File: src/rtl/trap_peak_detector_pkg.sv
// Shared types and constants for the trapezoid-filter peak detector.
package trap_peak_detector_pkg;

  // Filter datapath width; detector samples carry one extra sign bit.
  localparam int SIZE_FILTER_DATA = 15;
  localparam int DEF_DATA_W       = SIZE_FILTER_DATA + 1;
  localparam int DEF_TS_W         = 32;
  localparam int DEF_WIDTH_W      = 8;

  // Bit positions inside peak_flags.
  localparam int FLAG_LONG   = 0;
  localparam int FLAG_RETRIG = 1;

  typedef enum logic [1:0] {
    IDLE     = 2'd0,
    TRACK    = 2'd1,
    WAIT_LOW = 2'd2,
    HOLDOFF  = 2'd3
  } det_state_t;

  // Layout of one event record at the default widths.
  typedef struct packed {
    logic signed [DEF_DATA_W-1:0] amp;
    logic [DEF_TS_W-1:0]          ts;
    logic [DEF_WIDTH_W-1:0]       width;
    logic [1:0]                   flags;
  } peak_event_t;

  // Increment that sticks at all-ones instead of wrapping.
  function automatic logic [15:0] sat_inc16(input logic [15:0] v);
    return (v == 16'hFFFF) ? v : v + 16'd1;
  endfunction

endpackage

File: src/rtl/trap_peak_detector_peak_event_reg.sv
// Single-entry valid/ready output register. A new record is taken when the
// slot is empty or being drained this cycle; otherwise it is dropped and
// counted.
module peak_event_reg
  import trap_peak_detector_pkg::*;
#(
  parameter int REC_W = 58
) (
  input  logic             clk,
  input  logic             reset,
  input  logic             load,
  input  logic [REC_W-1:0] load_rec,
  output logic [REC_W-1:0] out_rec,
  output logic             out_valid,
  input  logic             out_ready,
  output logic [15:0]      drop_cnt
);

  logic [REC_W-1:0] rec_reg;
  logic             valid_reg;
  logic [15:0]      drop_reg;

  // Load / hold / drain of the record slot and the drop counter.
  always_ff @(posedge clk or negedge reset) begin
    if (!reset) begin
      rec_reg   <= '0;
      valid_reg <= 1'b0;
      drop_reg  <= '0;
    end else if (load) begin
      if (!valid_reg || out_ready) begin
        rec_reg   <= load_rec;
        valid_reg <= 1'b1;
      end else begin
        drop_reg <= sat_inc16(drop_reg);
      end
    end else if (valid_reg && out_ready) begin
      valid_reg <= 1'b0;
    end
  end

  assign out_rec   = rec_reg;
  assign out_valid = valid_reg;
  assign drop_cnt  = drop_reg;

endmodule

File: src/rtl/trap_peak_detector.sv
// Hysteresis pulse detector on the trapezoid-filter output: measures flat-top
// maximum, its sample index and the width above threshold, one record per pulse.
module trap_peak_detector
  import trap_peak_detector_pkg::*;
#(
  parameter int DATA_W      = DEF_DATA_W,
  parameter int TS_W        = DEF_TS_W,
  parameter int MIN_WIDTH   = 4,
  parameter int MAX_WIDTH   = 255,
  parameter int HOLDOFF_CYC = 16,
  parameter int WIDTH_W     = DEF_WIDTH_W
) (
  input  logic                     clk,
  input  logic                     reset,
  input  logic                     enable,
  input  logic signed [DATA_W-1:0] in_data,
  input  logic                     in_valid,
  input  logic signed [DATA_W-1:0] thr_hi,
  input  logic signed [DATA_W-1:0] thr_lo,
  output logic signed [DATA_W-1:0] peak_amp,
  output logic [TS_W-1:0]          peak_ts,
  output logic [WIDTH_W-1:0]       peak_width,
  output logic [1:0]               peak_flags,
  output logic                     peak_valid,
  input  logic                     peak_ready,
  output logic [15:0]              drop_cnt
);

  localparam int HC_W  = (HOLDOFF_CYC < 1) ? 1 : $clog2(HOLDOFF_CYC + 1);
  localparam int REC_W = DATA_W + TS_W + WIDTH_W + 2;

  det_state_t               state_reg, state_next;
  logic [TS_W-1:0]          ts_reg;
  logic [WIDTH_W-1:0]       width_reg, width_next;
  logic signed [DATA_W-1:0] max_reg, max_next;
  logic [TS_W-1:0]          max_ts_reg, max_ts_next;
  logic [HC_W-1:0]          hold_reg, hold_next;
  logic                     retrig_reg, retrig_next;
  logic                     emit, emit_long;
  logic                     ge_hi, lt_lo;
  logic [WIDTH_W-1:0]       width_inc;
  logic [REC_W-1:0]         emit_rec, out_rec;

  assign ge_hi     = (in_data >= thr_hi);
  assign lt_lo     = (in_data < thr_lo);
  assign width_inc = width_reg + WIDTH_W'(1);

  // Sample index: counts every accepted sample, independent of state.
  always_ff @(posedge clk or negedge reset) begin
    if (!reset) begin
      ts_reg <= '0;
    end else if (in_valid) begin
      ts_reg <= ts_reg + TS_W'(1);
    end
  end

  // Detector state and per-pulse measurement registers.
  always_ff @(posedge clk or negedge reset) begin
    if (!reset) begin
      state_reg  <= IDLE;
      width_reg  <= '0;
      max_reg    <= '0;
      max_ts_reg <= '0;
      hold_reg   <= '0;
      retrig_reg <= 1'b0;
    end else begin
      state_reg  <= state_next;
      width_reg  <= width_next;
      max_reg    <= max_next;
      max_ts_reg <= max_ts_next;
      hold_reg   <= hold_next;
      retrig_reg <= retrig_next;
    end
  end

  // Next-state and emit decision; frozen while no sample is accepted.
  always_comb begin
    state_next  = state_reg;
    width_next  = width_reg;
    max_next    = max_reg;
    max_ts_next = max_ts_reg;
    hold_next   = hold_reg;
    retrig_next = retrig_reg;
    emit        = 1'b0;
    emit_long   = 1'b0;

    if (!enable) begin
      // Abandon any partial pulse; the output slot is left alone.
      state_next = IDLE;
    end else if (in_valid) begin
      unique case (state_reg)
        IDLE: begin
          if (ge_hi) begin
            state_next  = TRACK;
            max_next    = in_data;
            max_ts_next = ts_reg;
            width_next  = WIDTH_W'(1);
          end
        end
        TRACK: begin
          if (lt_lo) begin
            // Releasing sample is not part of the pulse width.
            state_next = HOLDOFF;
            hold_next  = '0;
            emit       = (width_reg >= WIDTH_W'(MIN_WIDTH));
          end else begin
            width_next = width_inc;
            // Strict compare keeps the earliest index on a flat top.
            if (in_data > max_reg) begin
              max_next    = in_data;
              max_ts_next = ts_reg;
            end
            if (width_inc == WIDTH_W'(MAX_WIDTH)) begin
              state_next = WAIT_LOW;
              emit       = 1'b1;
              emit_long  = 1'b1;
            end
          end
        end
        WAIT_LOW: begin
          if (lt_lo) begin
            state_next = HOLDOFF;
            hold_next  = '0;
          end
        end
        HOLDOFF: begin
          if (ge_hi) begin
            retrig_next = 1'b1;
          end
          if (hold_reg == HC_W'(HOLDOFF_CYC - 1)) begin
            state_next = IDLE;
          end else begin
            hold_next = hold_reg + HC_W'(1);
          end
        end
        default: state_next = IDLE;
      endcase
    end

    if (emit) begin
      retrig_next = 1'b0;
    end
  end

  // The *_next values already hold the final measurement for either close path.
  always_comb begin
    emit_rec = {max_next, max_ts_next, width_next, retrig_reg, emit_long};
  end

  peak_event_reg #(
    .REC_W(REC_W)
  ) u_event_reg (
    .clk      (clk),
    .reset    (reset),
    .load     (emit),
    .load_rec (emit_rec),
    .out_rec  (out_rec),
    .out_valid(peak_valid),
    .out_ready(peak_ready),
    .drop_cnt (drop_cnt)
  );

  assign {peak_amp, peak_ts, peak_width, peak_flags} = out_rec;

endmodule

File: config.mk
export PLATFORM = sky130hd
export DESIGN_NAME = trap_peak_detector
export DESIGN_NICKNAME = d
export VERILOG_FILES = /design/src/rtl/trap_peak_detector_pkg.sv /design/src/rtl/trap_peak_detector_peak_event_reg.sv /design/src/rtl/trap_peak_detector.sv
export SDC_FILE = /design/constraint.sdc
export NUM_CORES = 1
export LEC_CHECK = 0
export CAP_MARGIN = 10
export CORE_MARGIN = 1
export CORE_UTILIZATION = 49
export DETAILED_ROUTE_END_ITERATION = 10
export PLACE_DENSITY_LB_ADDON = 0.05
export SETUP_SLACK_MARGIN = 0.05
export SYNTH_ARGS = -nofsm -noshare
export SYNTH_HDL_FRONTEND = slang
export SYNTH_SLANG_ARGS = --single-unit
File: constraint.sdc
create_clock -name clk -period 2.3 [get_ports clk]
set_clock_uncertainty 0.05 [all_clocks]
set_input_delay 0.23 -clock clk [delete_from_list [all_inputs] [get_ports clk]]
set_output_delay 0.23 -clock clk [all_outputs]
set_load 0.005 [all_outputs]
Yosys cells after proc, flatten, opt, wreduce, memory -nomap -nowiden:

Index checks and enable logic that the tools add are counted.

* register bits after elaboration: 171
* bits of input ports: 53

* add/sub/neg operators: 4
* $lt $le $gt $ge: 4
* eq/ne operators: 14
* mux-type cells: 45
* bitwise logic cells: 2
* reductions and logical operators: 17

Operator list (number)
* $mux 32: 5
* $mux 16: 5
* $pmux 32 s2: 1
* $add 32x1->32 const B: 1
* $mux 8: 4
* $pmux 16 s2: 1
* $mux 1: 17
* $add 16x1->16 const B: 1
* $eq 16x16->1 const B: 1
* $ge 16x16->1: 1
* $gt 16x16->1: 1
* $lt 16x16->1: 1
* $pmux 8 s2: 1
* $mux 2: 7
* $reduce_bool 2->1: 6
* $mux 5: 2
* $pmux 5 s2: 1
* $reduce_and 5->1: 2
* $ne 3x3->1 const B: 3
* $add 8x1->8 const B: 1
* $eq 8x8->1 const B: 1
* $ge 8x3->1 const B: 1
* $pmux 2 s4: 1
* $ne 2x1->1 const B: 3
* 15 further kinds: 18

Depth between registers and ports, before layout:

* depth after elaboration: 9
* mapped depth: 13
* mapped depth without buffers: 10

Cells and area by module:

A second synthesis with hierarchy kept.

* cell total of the unflattened synthesis: 719
* area total of the unflattened synthesis: 8459.4 um^2

By module, submodules not included
* trap_peak_detector: times used 1, cells an instance 518, area each 5440.2 um^2, sequential area each 2402.3 um^2
* peak_event_reg: times used 1, cells an instance 201, area each 3019.1 um^2, sequential area each 1876.8 um^2

Worst setup path before layout:

No wires, ideal clock.

* path type: input-to-reg
* from: input thr_lo[2]
* to: register u_event_reg.rec_reg[27], in the netlist u_event_reg.out_rec[27]
* library setup time: 0.135 ns
* data arrival time: 2.496 ns
* data required time: 2.115 ns
* setup slack: -0.381 ns
* cell stages on the path: 13
* path buffers: 3
* cells stage by stage: inv_1 -> ha_1 -> nand2_1 -> o21ai_1 -> a41oi_1 -> o41a_1 -> or2_1 -> buf_2 -> o31a_1 -> buf_6 -> buf_6 -> o21ai_1 -> a31oi_1

* longest elaborated chain between the ends: 6
* elaborated cells on any way between the ends: 10

Ends and longest elaborated chain
* start: declaration: RTL line trap_peak_detector.sv:19 `input logic signed [DATA_W-1:0] thr_lo,`
* $lt 16x16->1 (*): RTL line trap_peak_detector.sv:45 `assign lt_lo = (in_data < thr_lo);`
* $mux 1: RTL line trap_peak_detector.sv:101 `if (lt_lo) begin`
* $mux 1: RTL line trap_peak_detector.sv:91 `unique case (state_reg)`
* $mux 1: RTL line trap_peak_detector.sv:90 `end else if (in_valid) begin`
* $mux 1: RTL line trap_peak_detector.sv:87 `if (!enable) begin`
* $reduce_and 2->1 (no source line)
* end signal: assignment: RTL line trap_peak_detector_peak_event_reg.sv:31 `rec_reg <= load_rec;`
* end: declaration: RTL line trap_peak_detector_peak_event_reg.sv:19 `logic [REC_W-1:0] rec_reg;`

Mark *: on every way between the ends. The rest lies on a longest branch, timed or not.
A chain may end at the register's enable or synchronous reset.

Worst setup path after layout:

* from: register max_reg[8]
* to: register u_event_reg.rec_reg[26], in the netlist u_event_reg.out_rec[26]

* longest elaborated chain between the ends: 6

Ends and longest elaborated chain
* start: declaration: RTL line trap_peak_detector.sv:35 `logic signed [DATA_W-1:0] max_reg, max_next;`
* start signal: assignment: RTL line trap_peak_detector.sv:69 `max_reg <= max_next;`
* $gt 16x16->1: RTL line trap_peak_detector.sv:109 `if (in_data > max_reg) begin`
* $mux 32: RTL line trap_peak_detector.sv:109
* $mux 32: RTL line trap_peak_detector.sv:101
* $pmux 32 s2: RTL line trap_peak_detector.sv:91
* $mux 32: RTL line trap_peak_detector.sv:90
* $mux 32: RTL line trap_peak_detector.sv:87

No other way between the ends.

==> metrics.md <==
| Metric | Value |
|---|---|
| Mean area per synthesized cell | `approximately 9.7 um^2` |
| Worst vdd ir | `~0.8 mV` |
| Placed Area | `11,100 um^2` |
| Synth Cell Area | `8550 um^2` |
| DRT antenna net count | `0` |
| Fraction of layout cells with a size suffix above 1 | `approximately two fifths` |
| Status | `finished with violations` |
| CTS Buf Count | `17` |
| Clk_lat worst skew | `0.43 ns` |
| Slew Viols, Final | `0` |
| Synth top area share | `between 50% and 60%` |
| Row count | `between 40 and 50` |
| Global-route usage over all layers | `~29%` |
| Drt first pass iters | `5` |
| Worst setup SP type | `flop` |
| Yosys cell types | `57` |
| Post-synth EDFFs | `0` |
| Final setup viols | `about 130` |
| Minimum clock period | `2.60 ns` |
| Worst R2R Path Depth | `12` |
| Fmax | `a little under 400 MHz` |
| TritonCTS clock tree | `yes` |
| Footprint of the multi-input gates | `roughly 5500 um^2` |
| Util after Layout | `between 80 and 90%` |
| Crit end category | `flop` |
| CTS H-Tree Depth | `4` |
| Max FFs per register | `just under 60` |
| FF-to-FF End | `u_event_reg.out_rec[26]` |
| Crit share post-route | `113%` |
| Detailed-route DRC error count | `0` |
| R2r startpoint | `max_reg[8]` |
| Post-synth top flop | `dfrtp_1` |
| Tot Pwr | `a little over 0.01 W` |
| Synth top cells by count | `171 x dfrtp_1, 137 x nand2_1, 80 x nor2_1` |
| Top post-synthesis cells by area | `dfrtp_1 50%, ha_1 8.6%, nand2_1 6.0%` |
| IO Count | `128` |
| Initial Util | `just over 50%` |
| CTS Root Buffer Type | `clkbuf_16` |
| Worst hold margin | `0.0931 ns` |
| Die area | `about 18,000 um^2` |
| Total vias in the final route | `7,801` |
| Design Area, Final | `between 10,000 and 15,000 um^2` |
| Leading area contributor after synthesis | `dfrtp_1` |
| First-pass GRT wire length | `a little over 40,000 um` |
| Nets | `between 1,000 and 1,500` |
| Clock-pin transition on the worst setup and hold timing paths | `~0.07 ns` |
| Final worst slack | `-0.303 ns` |
| Pwr dens | `between 700 and 800 nW/um^2` |
| Net count after synthesis | `a little under 1,000` |
| Flops & latches, synth | `171` |
| Ys Warns | `0` |
| Area Overhead vs Synth | `63.2%` |
| Die X | `~130 um` |
| Clock sink count | `~170` |
| WL final | `26,600 um` |
| Post-Syn Instances | `roughly 900` |
| RSZ-0062 raised after global routing | `true` |
| Failing checks | `setup timing` |
| Gr ovfl total | `0` |
| HP Class | `in2reg` |
| Worst-path fanout max | `13` |
| Final hold vios | `0` |
| DP HPWL | `14,500 um` |
| I/O Buffers | `approximately 130` |
| Antenna violations before repair | `1` |
| Post-Place Setup Slack | `-1.09 ns` |
| FF/Latch Area | `between 4000 and 5000 um^2` |
| Vias in the first global route | `7,931` |
| GPL Wtd Cong | `roughly 0.81` |
| Sequential-to-total area share from yosys stat | `between 50 and 60%` |
| Max Cap Viol | `0` |
| Rel. slew slack | `66.3%` |
| Vias per inst | `approximately 5.6` |
| Most common cell in the netlist | `dfrtp_1` |
| WL per Instance | `roughly 19 um` |
| Required @ worst endpoint | `around 2.6 ns` |
| Largest net degree at the start of global routing | `57` |
| Fillcell total | `927` |
| Asr flop ratio synth | `between 90% and 100%` |
| Critical path destination | `u_event_reg.out_rec[26]` |
| Chip height | `134 um` |
| Critical Path Source | `max_reg[8]` |
| P_leak | `6.51 nW` |
| Crit Path Class | `reg2reg` |
| R2r setup slk | `-0.30 ns` |
| CP arrival | `2.91 ns` |
| Worst-margin pin slew | `approximately 0.51 ns` |
| Core area | `roughly 17,000 um^2` |
| DR iter-0 viols | `around 470` |
| Max clock buf depth | `2` |
-- final cells by class --
class	count	share of cell area, %
Multi-Input combinational cell	614	39.7
Inverter	66	2.01
Tap cell	220	1.97
Clock buffer	19	3.18
Sequential cell	171	30.7
Antenna cell	1	0.0179
Clock inverter	13	0.987
Timing Repair Buffer	290	21.4
-- power breakdown --
group          switching, W  total, W  internal, W
clock               0.00128   0.00283      0.00155
sequential         0.000413   0.00390      0.00348
combinational       0.00181   0.00365      0.00185
total               0.00350    0.0104      0.00688
-- repair_timing --
action                                  in CTS  in global routing
pin swaps                                   75                 64
gates cloned                                11                  3
buffers inserted                            36                 17
hold buffers                                 1                  0
endpoints found under the setup margin     139                150
resized for setup                          349                152
hold endpoints to repair                    47                  0
-- worst min-delay path by stage --
stage	depth (start not counted)	to	from	slack, ns
6_report	4	max_reg[6]	in_data[6]	0.09
5_1_grt	4	max_reg[6]	in_data[6]	0.11
4_1_cts	4	max_reg[6]	in_data[6]	0.06
3_5_place_dp	1	u_event_reg.out_rec[52]	reset	0.16
3_3_place_gp	1	u_event_reg.out_rec[51]	reset	0.17
2_1_floorplan	0	hold_reg[0]	reset	-0.12
-- cell families (layout without fill, tap and decap cells) --
kind of cell	after synthesis	after routing	share of synthesized area, %
and+or+nand+nor	312	313	16.3
AOI/OAI and AO/OA	177	178	12.9
muxes	14	14	1.82
DFF	171	171	50.1
buffers and inverters	100	388	5.15
adders and majority gates	59	59	8.64
other	0	1	0
xor gates and xnor gates	50	50	5.12
-- layout by cell type, fill, tap and decap left out, types with 31 or more instances in the layout --
master,count
a31oi_1,48
buf_4,103
clkdlybuf4s50_1,79
dfrtp_1,164
ha_4,31
inv_1,39
nand2_1,85
nand2_2,31
nor2_1,57
o21ai_4,39
xnor2_1,31
-- per-layer routing --
layer / GRT usage (%) / vias to the layer above / wire, um
met5: 0 / - / 0
met4: 10.2 / 0 / 733
met3: 4.61 / 56 / 1220
met2: 48.2 / 237 / 13300
met1: 38.2 / 3890 / 11400
li1: - / 3618 / -
-- critical path, stage by stage, from the launching register on --
cell     delay, ns
dfrtp_1       0.39
inv_1         0.06
ha_1          0.27
nand4_1       0.18
nor3_2        0.09
inv_1         0.10
nor3_4        0.06
or4_4         0.49
o21ai_4       0.25
buf_12        0.17
buf_12        0.16
nand2_1       0.10
a31oi_1       0.16
-- metrics by stage --
stage          setup TNS (ns)  cells
6_report               -27.41   1394
5_1_grt                -39.20   1394
4_1_cts                -22.50   1380
3_5_place_dp          -132.53   1300
3_3_place_gp          -131.97   1300
2_1_floorplan          -10.51    883
No activity file was read; power rests on OpenSTA's default activity.
